[config.mk]
export PLATFORM = sky130hd
export DESIGN_NAME = font_rom_arbiter
export DESIGN_NICKNAME = d
export VERILOG_FILES = /design/src/rtl/font_arb_pkg.sv /design/src/rtl/font_rd_pipe.sv /design/src/rtl/font_rom_arbiter.sv
export SDC_FILE = /design/constraint.sdc
export NUM_CORES = 1
export LEC_CHECK = 0
export ABC_AREA = 1
export CAP_MARGIN = 0
export CORE_MARGIN = 1.5
export CORE_UTILIZATION = 39
export DETAILED_ROUTE_END_ITERATION = 7
export GPL_TIMING_DRIVEN = 0
export PLACE_DENSITY = 0.78
export SLEW_MARGIN = 10
export SYNTH_ARGS = -nofsm -noshare
export SYNTH_HDL_FRONTEND = slang
export SYNTH_SLANG_ARGS = --single-unit
[constraint.sdc]
create_clock -name clk -period 1.62 [get_ports clk]
set_clock_uncertainty 0.1 [all_clocks]
set_input_delay 0.324 -clock clk [delete_from_list [all_inputs] [get_ports clk]]
set_output_delay 0.324 -clock clk [all_outputs]
set_load 0.01 [all_outputs]
[src/rtl/font_arb_pkg.sv]
// Shared definitions for the font ROM arbiter: default widths, requester IDs and
// the field layout of a font ROM address {sel_car[3:0], ad[1:0], row[3:0]}.
package font_arb_pkg;

  localparam int unsigned AW_DEF = 10;
  localparam int unsigned DW_DEF = 8;

  // Requester identifiers carried alongside each read through the pipeline.
  typedef enum logic {
    REQ_TEXT  = 1'b0,
    REQ_DIGIT = 1'b1
  } req_id_e;

  // Address field slices.
  localparam int unsigned ROW_LSB = 0;
  localparam int unsigned ROW_W   = 4;
  localparam int unsigned AD_LSB  = 4;
  localparam int unsigned AD_W    = 2;
  localparam int unsigned SEL_LSB = 6;
  localparam int unsigned SEL_W   = 4;

  function automatic logic [SEL_W-1:0] addr_sel_car(input logic [AW_DEF-1:0] addr);
    return addr[SEL_LSB +: SEL_W];
  endfunction

  function automatic logic [AD_W-1:0] addr_ad(input logic [AW_DEF-1:0] addr);
    return addr[AD_LSB +: AD_W];
  endfunction

  function automatic logic [ROW_W-1:0] addr_row(input logic [AW_DEF-1:0] addr);
    return addr[ROW_LSB +: ROW_W];
  endfunction

endpackage

[src/rtl/font_rd_pipe.sv]
// Read-return pipeline: carries the requester ID of each issued read alongside the
// ROM latency and captures the ROM word into a shared registered rdata with a
// one-cycle valid steered to the owning requester.
module font_rd_pipe
  import font_arb_pkg::*;
#(
  parameter int unsigned DW     = DW_DEF,
  parameter int unsigned RD_LAT = 1
) (
  input  logic          clk_i,
  input  logic          rst_i,
  input  logic          issue_i,
  input  req_id_e       issue_id_i,
  input  logic [DW-1:0] rom_data_i,
  output logic [DW-1:0] rdata_o,
  output logic          rvalid_text_o,
  output logic          rvalid_digit_o
);

  // Stage 0 lines up with rom_en; stage RD_LAT lines up with valid rom_data.
  localparam int unsigned Depth = RD_LAT + 1;

  logic [Depth-1:0] vld_q, vld_d;
  logic [Depth-1:0] id_q, id_d;
  logic [DW-1:0]    rdata_q, rdata_d;
  logic             rvalid_text_q, rvalid_text_d;
  logic             rvalid_digit_q, rvalid_digit_d;
  logic             tail_vld;
  logic             tail_id;

  assign tail_vld = vld_q[Depth-1];
  assign tail_id  = id_q[Depth-1];

  // Shift ID/valid along; capture rom_data when the tail stage holds a live read.
  always_comb begin
    vld_d          = {vld_q[Depth-2:0], issue_i};
    id_d           = {id_q[Depth-2:0], logic'(issue_id_i)};
    rdata_d        = tail_vld ? rom_data_i : rdata_q;
    rvalid_text_d  = tail_vld && (tail_id == logic'(REQ_TEXT));
    rvalid_digit_d = tail_vld && (tail_id == logic'(REQ_DIGIT));
  end

  // Pipeline state; reset discards every in-flight read.
  always_ff @(posedge clk_i or posedge rst_i) begin
    if (rst_i) begin
      vld_q          <= '0;
      id_q           <= '0;
      rdata_q        <= '0;
      rvalid_text_q  <= 1'b0;
      rvalid_digit_q <= 1'b0;
    end else begin
      vld_q          <= vld_d;
      id_q           <= id_d;
      rdata_q        <= rdata_d;
      rvalid_text_q  <= rvalid_text_d;
      rvalid_digit_q <= rvalid_digit_d;
    end
  end

  assign rdata_o        = rdata_q;
  assign rvalid_text_o  = rvalid_text_q;
  assign rvalid_digit_o = rvalid_digit_q;

endmodule

[src/rtl/font_rom_arbiter.sv]
// Round-robin arbiter sharing one font ROM between the label text generator and the
// RTC digit renderer: one ROM access per clock, data steered back per requester.
// Optional conflict statistics counter enabled by defining FONT_ARB_STATS_EN.
module font_rom_arbiter
  import font_arb_pkg::*;
#(
  parameter int unsigned AW     = AW_DEF,
  parameter int unsigned DW     = DW_DEF,
  parameter int unsigned RD_LAT = 1
) (
  input  logic          clk,
  input  logic          reset,
  input  logic          req_text,
  input  logic [AW-1:0] addr_text,
  output logic          gnt_text,
  output logic          rvalid_text,
  input  logic          req_digit,
  input  logic [AW-1:0] addr_digit,
  output logic          gnt_digit,
  output logic          rvalid_digit,
  output logic [DW-1:0] rdata,
  output logic          rom_en,
  output logic [AW-1:0] rom_addr,
  input  logic [DW-1:0] rom_data,
  output logic [15:0]   conflict_cnt
);

  req_id_e       last_winner_q, last_winner_d;
  logic          rom_en_q, rom_en_d;
  logic [AW-1:0] rom_addr_q, rom_addr_d;
  logic          issue;
  req_id_e       issue_id;

  // Grant decision: a lone request wins; on conflict the previous loser wins.
  // Grants are masked while reset is held so every output reads 0.
  always_comb begin
    gnt_text  = 1'b0;
    gnt_digit = 1'b0;
    if (!reset) begin
      if (req_text && req_digit) begin
        gnt_text  = (last_winner_q == REQ_DIGIT);
        gnt_digit = (last_winner_q == REQ_TEXT);
      end else begin
        gnt_text  = req_text;
        gnt_digit = req_digit;
      end
    end
  end

  assign issue    = gnt_text | gnt_digit;
  assign issue_id = gnt_digit ? REQ_DIGIT : REQ_TEXT;

  // Next ROM strobe/address and round-robin pointer; address holds when idle.
  always_comb begin
    last_winner_d = last_winner_q;
    rom_en_d      = issue;
    rom_addr_d    = rom_addr_q;
    if (gnt_text) begin
      last_winner_d = REQ_TEXT;
      rom_addr_d    = addr_text;
    end else if (gnt_digit) begin
      last_winner_d = REQ_DIGIT;
      rom_addr_d    = addr_digit;
    end
  end

  // Arbiter and ROM interface registers.
  always_ff @(posedge clk or posedge reset) begin
    if (reset) begin
      last_winner_q <= REQ_DIGIT;
      rom_en_q      <= 1'b0;
      rom_addr_q    <= '0;
    end else begin
      last_winner_q <= last_winner_d;
      rom_en_q      <= rom_en_d;
      rom_addr_q    <= rom_addr_d;
    end
  end

  assign rom_en   = rom_en_q;
  assign rom_addr = rom_addr_q;

  font_rd_pipe #(
    .DW     (DW),
    .RD_LAT (RD_LAT)
  ) u_rd_pipe (
    .clk_i          (clk),
    .rst_i          (reset),
    .issue_i        (issue),
    .issue_id_i     (issue_id),
    .rom_data_i     (rom_data),
    .rdata_o        (rdata),
    .rvalid_text_o  (rvalid_text),
    .rvalid_digit_o (rvalid_digit)
  );

`ifdef FONT_ARB_STATS_EN
  logic [15:0] conflict_cnt_q, conflict_cnt_d;

  // Saturating count of cycles where both requesters contend.
  always_comb begin
    conflict_cnt_d = conflict_cnt_q;
    if (req_text && req_digit && (conflict_cnt_q != 16'hFFFF)) begin
      conflict_cnt_d = conflict_cnt_q + 16'd1;
    end
  end

  // Conflict counter register.
  always_ff @(posedge clk or posedge reset) begin
    if (reset) begin
      conflict_cnt_q <= 16'h0000;
    end else begin
      conflict_cnt_q <= conflict_cnt_d;
    end
  end

  assign conflict_cnt = conflict_cnt_q;
`else
  assign conflict_cnt = 16'h0000;
`endif

endmodule

==> key figures <==
Run status
  • Status: complete, but fails checks
  • Failing checks: negative setup slack

Floorplan
  • Die W: 61.2 µm
  • I/O pin cnt: 71
  • Die area: 0.00375 mm²
  • Core footprint: 0.00313 mm²
  • Row count: 20
  • Starting Density: between 40% and 50%
  • Die Y-Extent: 61.2 µm

Synthesis
  • Synth Instances: ~160
  • Post-Syn Area: 0.00132 mm²
  • Synth Area per Inst: 8.32 µm²
  • Register area share after synthesis: between 40% and 50%
  • Syn. warnings: 0
  • Synth unique cells: 19
  • Flops & latches, synth: 25

Global routing
  • Vias in the first global route: 1059
  • Pin count of the biggest net entering global routing: 26
  • Total GRT Usage: 16.5%
  • Global route overflow: 0
  • Initial antenna violation count: 0
  • First-pass GRT wire length: roughly 4500 µm

Timing
  • Setup-failing EPs final: 2
  • RSZ-0062 raised after global routing: true
  • Relative slew slack: 37.6%
  • Final min period: about 1.7 ns
  • Max Freq: 585 MHz
  • Worst-Margin Slew: 0.935 ns
  • Post-Route Hold Slack: between 0.2 and 0.3 ns
  • Final Hold Fails: 0
  • Post-route setup slack: -0.0891 ns
  • Final period utilization: 105%
  • Final Max Slew Viols: 0

Power and ir drop
  • Power density cells: 701 mW/mm²
  • Peak supply drop: 0.000299 V
  • Seq pwr share: between 50% and 60%
  • Combinational power share: 31.4%
  • Leakage: between 1 and 1.5 nW
  • Sw power: 424 µW
  • Cell Int Power: around 1 mW
  • Clk pwr share: 18.2%
  • Switching Fraction: a little under 30%

Drt
  • Drt first pass iters: 4
  • Drc violations: 0
  • Iter 0 DRT Violations: 35
  • WL final: 2830 µm
  • Antenna Violating Nets Remaining: 0
  • Vias/cell: between 4 and 5
  • Via count: 1137
  • Wire length per cell: 10.0 µm

Layout
  • Most common cell after layout, fill and taps aside: nand2_1
  • Leading cell types in the layout, fill and taps excluded: nand2_1 (44), clkdlybuf4s50_1 (29), dfrtp_1 (24)
  • Nets: approximately 270
  • Area delta synth->final: 56.6%
  • Fillers: 266
  • Fraction of layout cells with a size suffix above 1: roughly 27%
  • Fin cells: approximately 280
  • Final Util: approximately two thirds
  • # diodes: 0

CTS
  • Clock sinks: 25
  • Root Driver: clkbuf_4
  • CTS buffer count: 3
  • CTS tree: done
  • H-Tree Depth: 1
  • Clk_lat worst skew: 0.30 ns
  • Clock tree buffer depth: 2
  • CTS clock-pin slew for the worst setup and hold paths: 0.13 ns

Setup path
  • CP Max Fanout: 3
  • Delay-heaviest family, CP: buffers and inverters
  • Critical path launch point type: primary input
  • Crit-path slowest cell: clkdlybuf4s50_1
  • CP peak stage delay: 0.47 ns
  • Worst setup EP type: output pin
  • Crit path DAT: 1.29 ns
  • Critical Path RT: ~1.2 ns
  • Crit-path cells: clkdlybuf4s50_1, inv_2, nor2_4, nand2_4, buf_8, clkinv_4, buf_6
  • Buf/Inv on CP: 5
  • Kind of critical path: in -> out

Place
  • GP Congestion: 0.761
  • Inst Count DP: 272
  • Pre-CTS setup slack: -0.639 ns
  • Port bufs: 54
  • Dpl hpwl: 2100 µm

Min path
  • Hold Path Class: reg -> reg

Flow run
  • Maxcap violations: 0
[cell type report]
cell class              count  area [µm²]  share of cell area, %
well taps                  44        55.1                   2.66
clock buffers               4        26.3                   1.27
inverters                  29         114                   5.50
multi-input cells          99         517                   25.0
flip-flops and latches     25         627                   30.3
plain buffers              21         168                   8.10
repair buffers             60         564                   27.3
[layer usage]
metal  vias to the layer above  global-route usage, %  part of all wire (%)
li1                        594                      -                     -
met1                       492                   19.1                    40
met2                        49                   30.1                    49
met3                         2                   4.20                   9.6
met4                         0                   4.66                  0.67
met5                         -                      0                     0
[worst paths after layout]
check                                  start           endpoint  slack, ns  cells after the start
hold / removal             u_rd_pipe.id_q[0]  u_rd_pipe.id_q[1]       0.27                      0
setup reg to reg               last_winner_q        rom_addr[6]       0.08                     10
setup / recovery                    req_text           gnt_text      -0.09                      7
hold reg to reg            u_rd_pipe.id_q[0]  u_rd_pipe.id_q[1]       0.27                      0
min in group asynchronous              reset        rom_addr[6]       0.37                      2
max in group asynchronous              reset        rom_addr[2]       0.48                      2
[flip-flops by register name (all words and copies together) (netlist names)]
name	cells
rom_addr	10
u_rd_pipe.rvalid_digit_o	1
last_winner_q	1
u_rd_pipe.rvalid_text_o	1
u_rd_pipe.vld_q	2
u_rd_pipe.rdata_o	8
u_rd_pipe.id_q	2
[cell usage after synthesis (all sizes together)]
cell,instances,area (µm²)
nand2,57,236
inv,28,105
dfrtp,24,601
buf,21,164
nand3,20,140
nor2,3,13.8
a21oi,1,16.3
clkinv,1,3.75
conb,1,3.75
dfstp,1,26.3
o21a,1,7.51
o21ai,1,5.00
[logic make-up (layout without fill, tap and decap cells)]
family          count (synthesis)  count (layout)  synth area share, %
compound gates                  3               3                 2.18
buf+inv                        50             114                 20.6
flops                          25              25                 47.4
other cells                     1              16                0.284
simple gates                   80              80                 29.5
[stage by stage]
step / power [mW] / setup TNS [ns] / instance area, µm²
5_1_grt: 1.55 / -0.219 / 2070
3_5_place_dp: 1.22 / -4.36 / 1970
3_3_place_gp: 1.21 / -3.68 / 1970
6_report: 1.45 / -0.124 / 2070
2_1_floorplan: 0.974 / 0 / 1380
4_1_cts: 1.46 / -0.139 / 2040
[power groups by stage]
| stage | Sequential (mW) | Combinational [mW] | Clock [mW] |
|---|---|---|---|
| 6_report | 0.731 | 0.456 | 0.264 |
| 3_3_place_gp | 0.744 | 0.467 | 0 |
| 2_1_floorplan | 0.774 | 0.199 | 0 |
| 5_1_grt | 0.743 | 0.506 | 0.300 |
| 4_1_cts | 0.733 | 0.450 | 0.275 |
| 3_5_place_dp | 0.746 | 0.473 | 0 |
[worst register-to-register path: stages (launching register included)]
cell     delay [ns]
dfstp_2        0.56
inv_2          0.05
nand2_4        0.06
nand2_4        0.06
buf_6          0.11
buf_4          0.12
buf_4          0.12
buf_4          0.14
nand2_2        0.05
nand3_2        0.06
nand2_2        0.07
[repair_timing]
item / CTS / global route
cloned: 0 / 0
gates resized for setup: 37 / 12
pin swaps: 2 / 4
hold buffers: 0 / 0
endpoints found under the setup margin: 21 / 6
setup buffers: 7 / 0
Power figures use the tool's default switching activity.
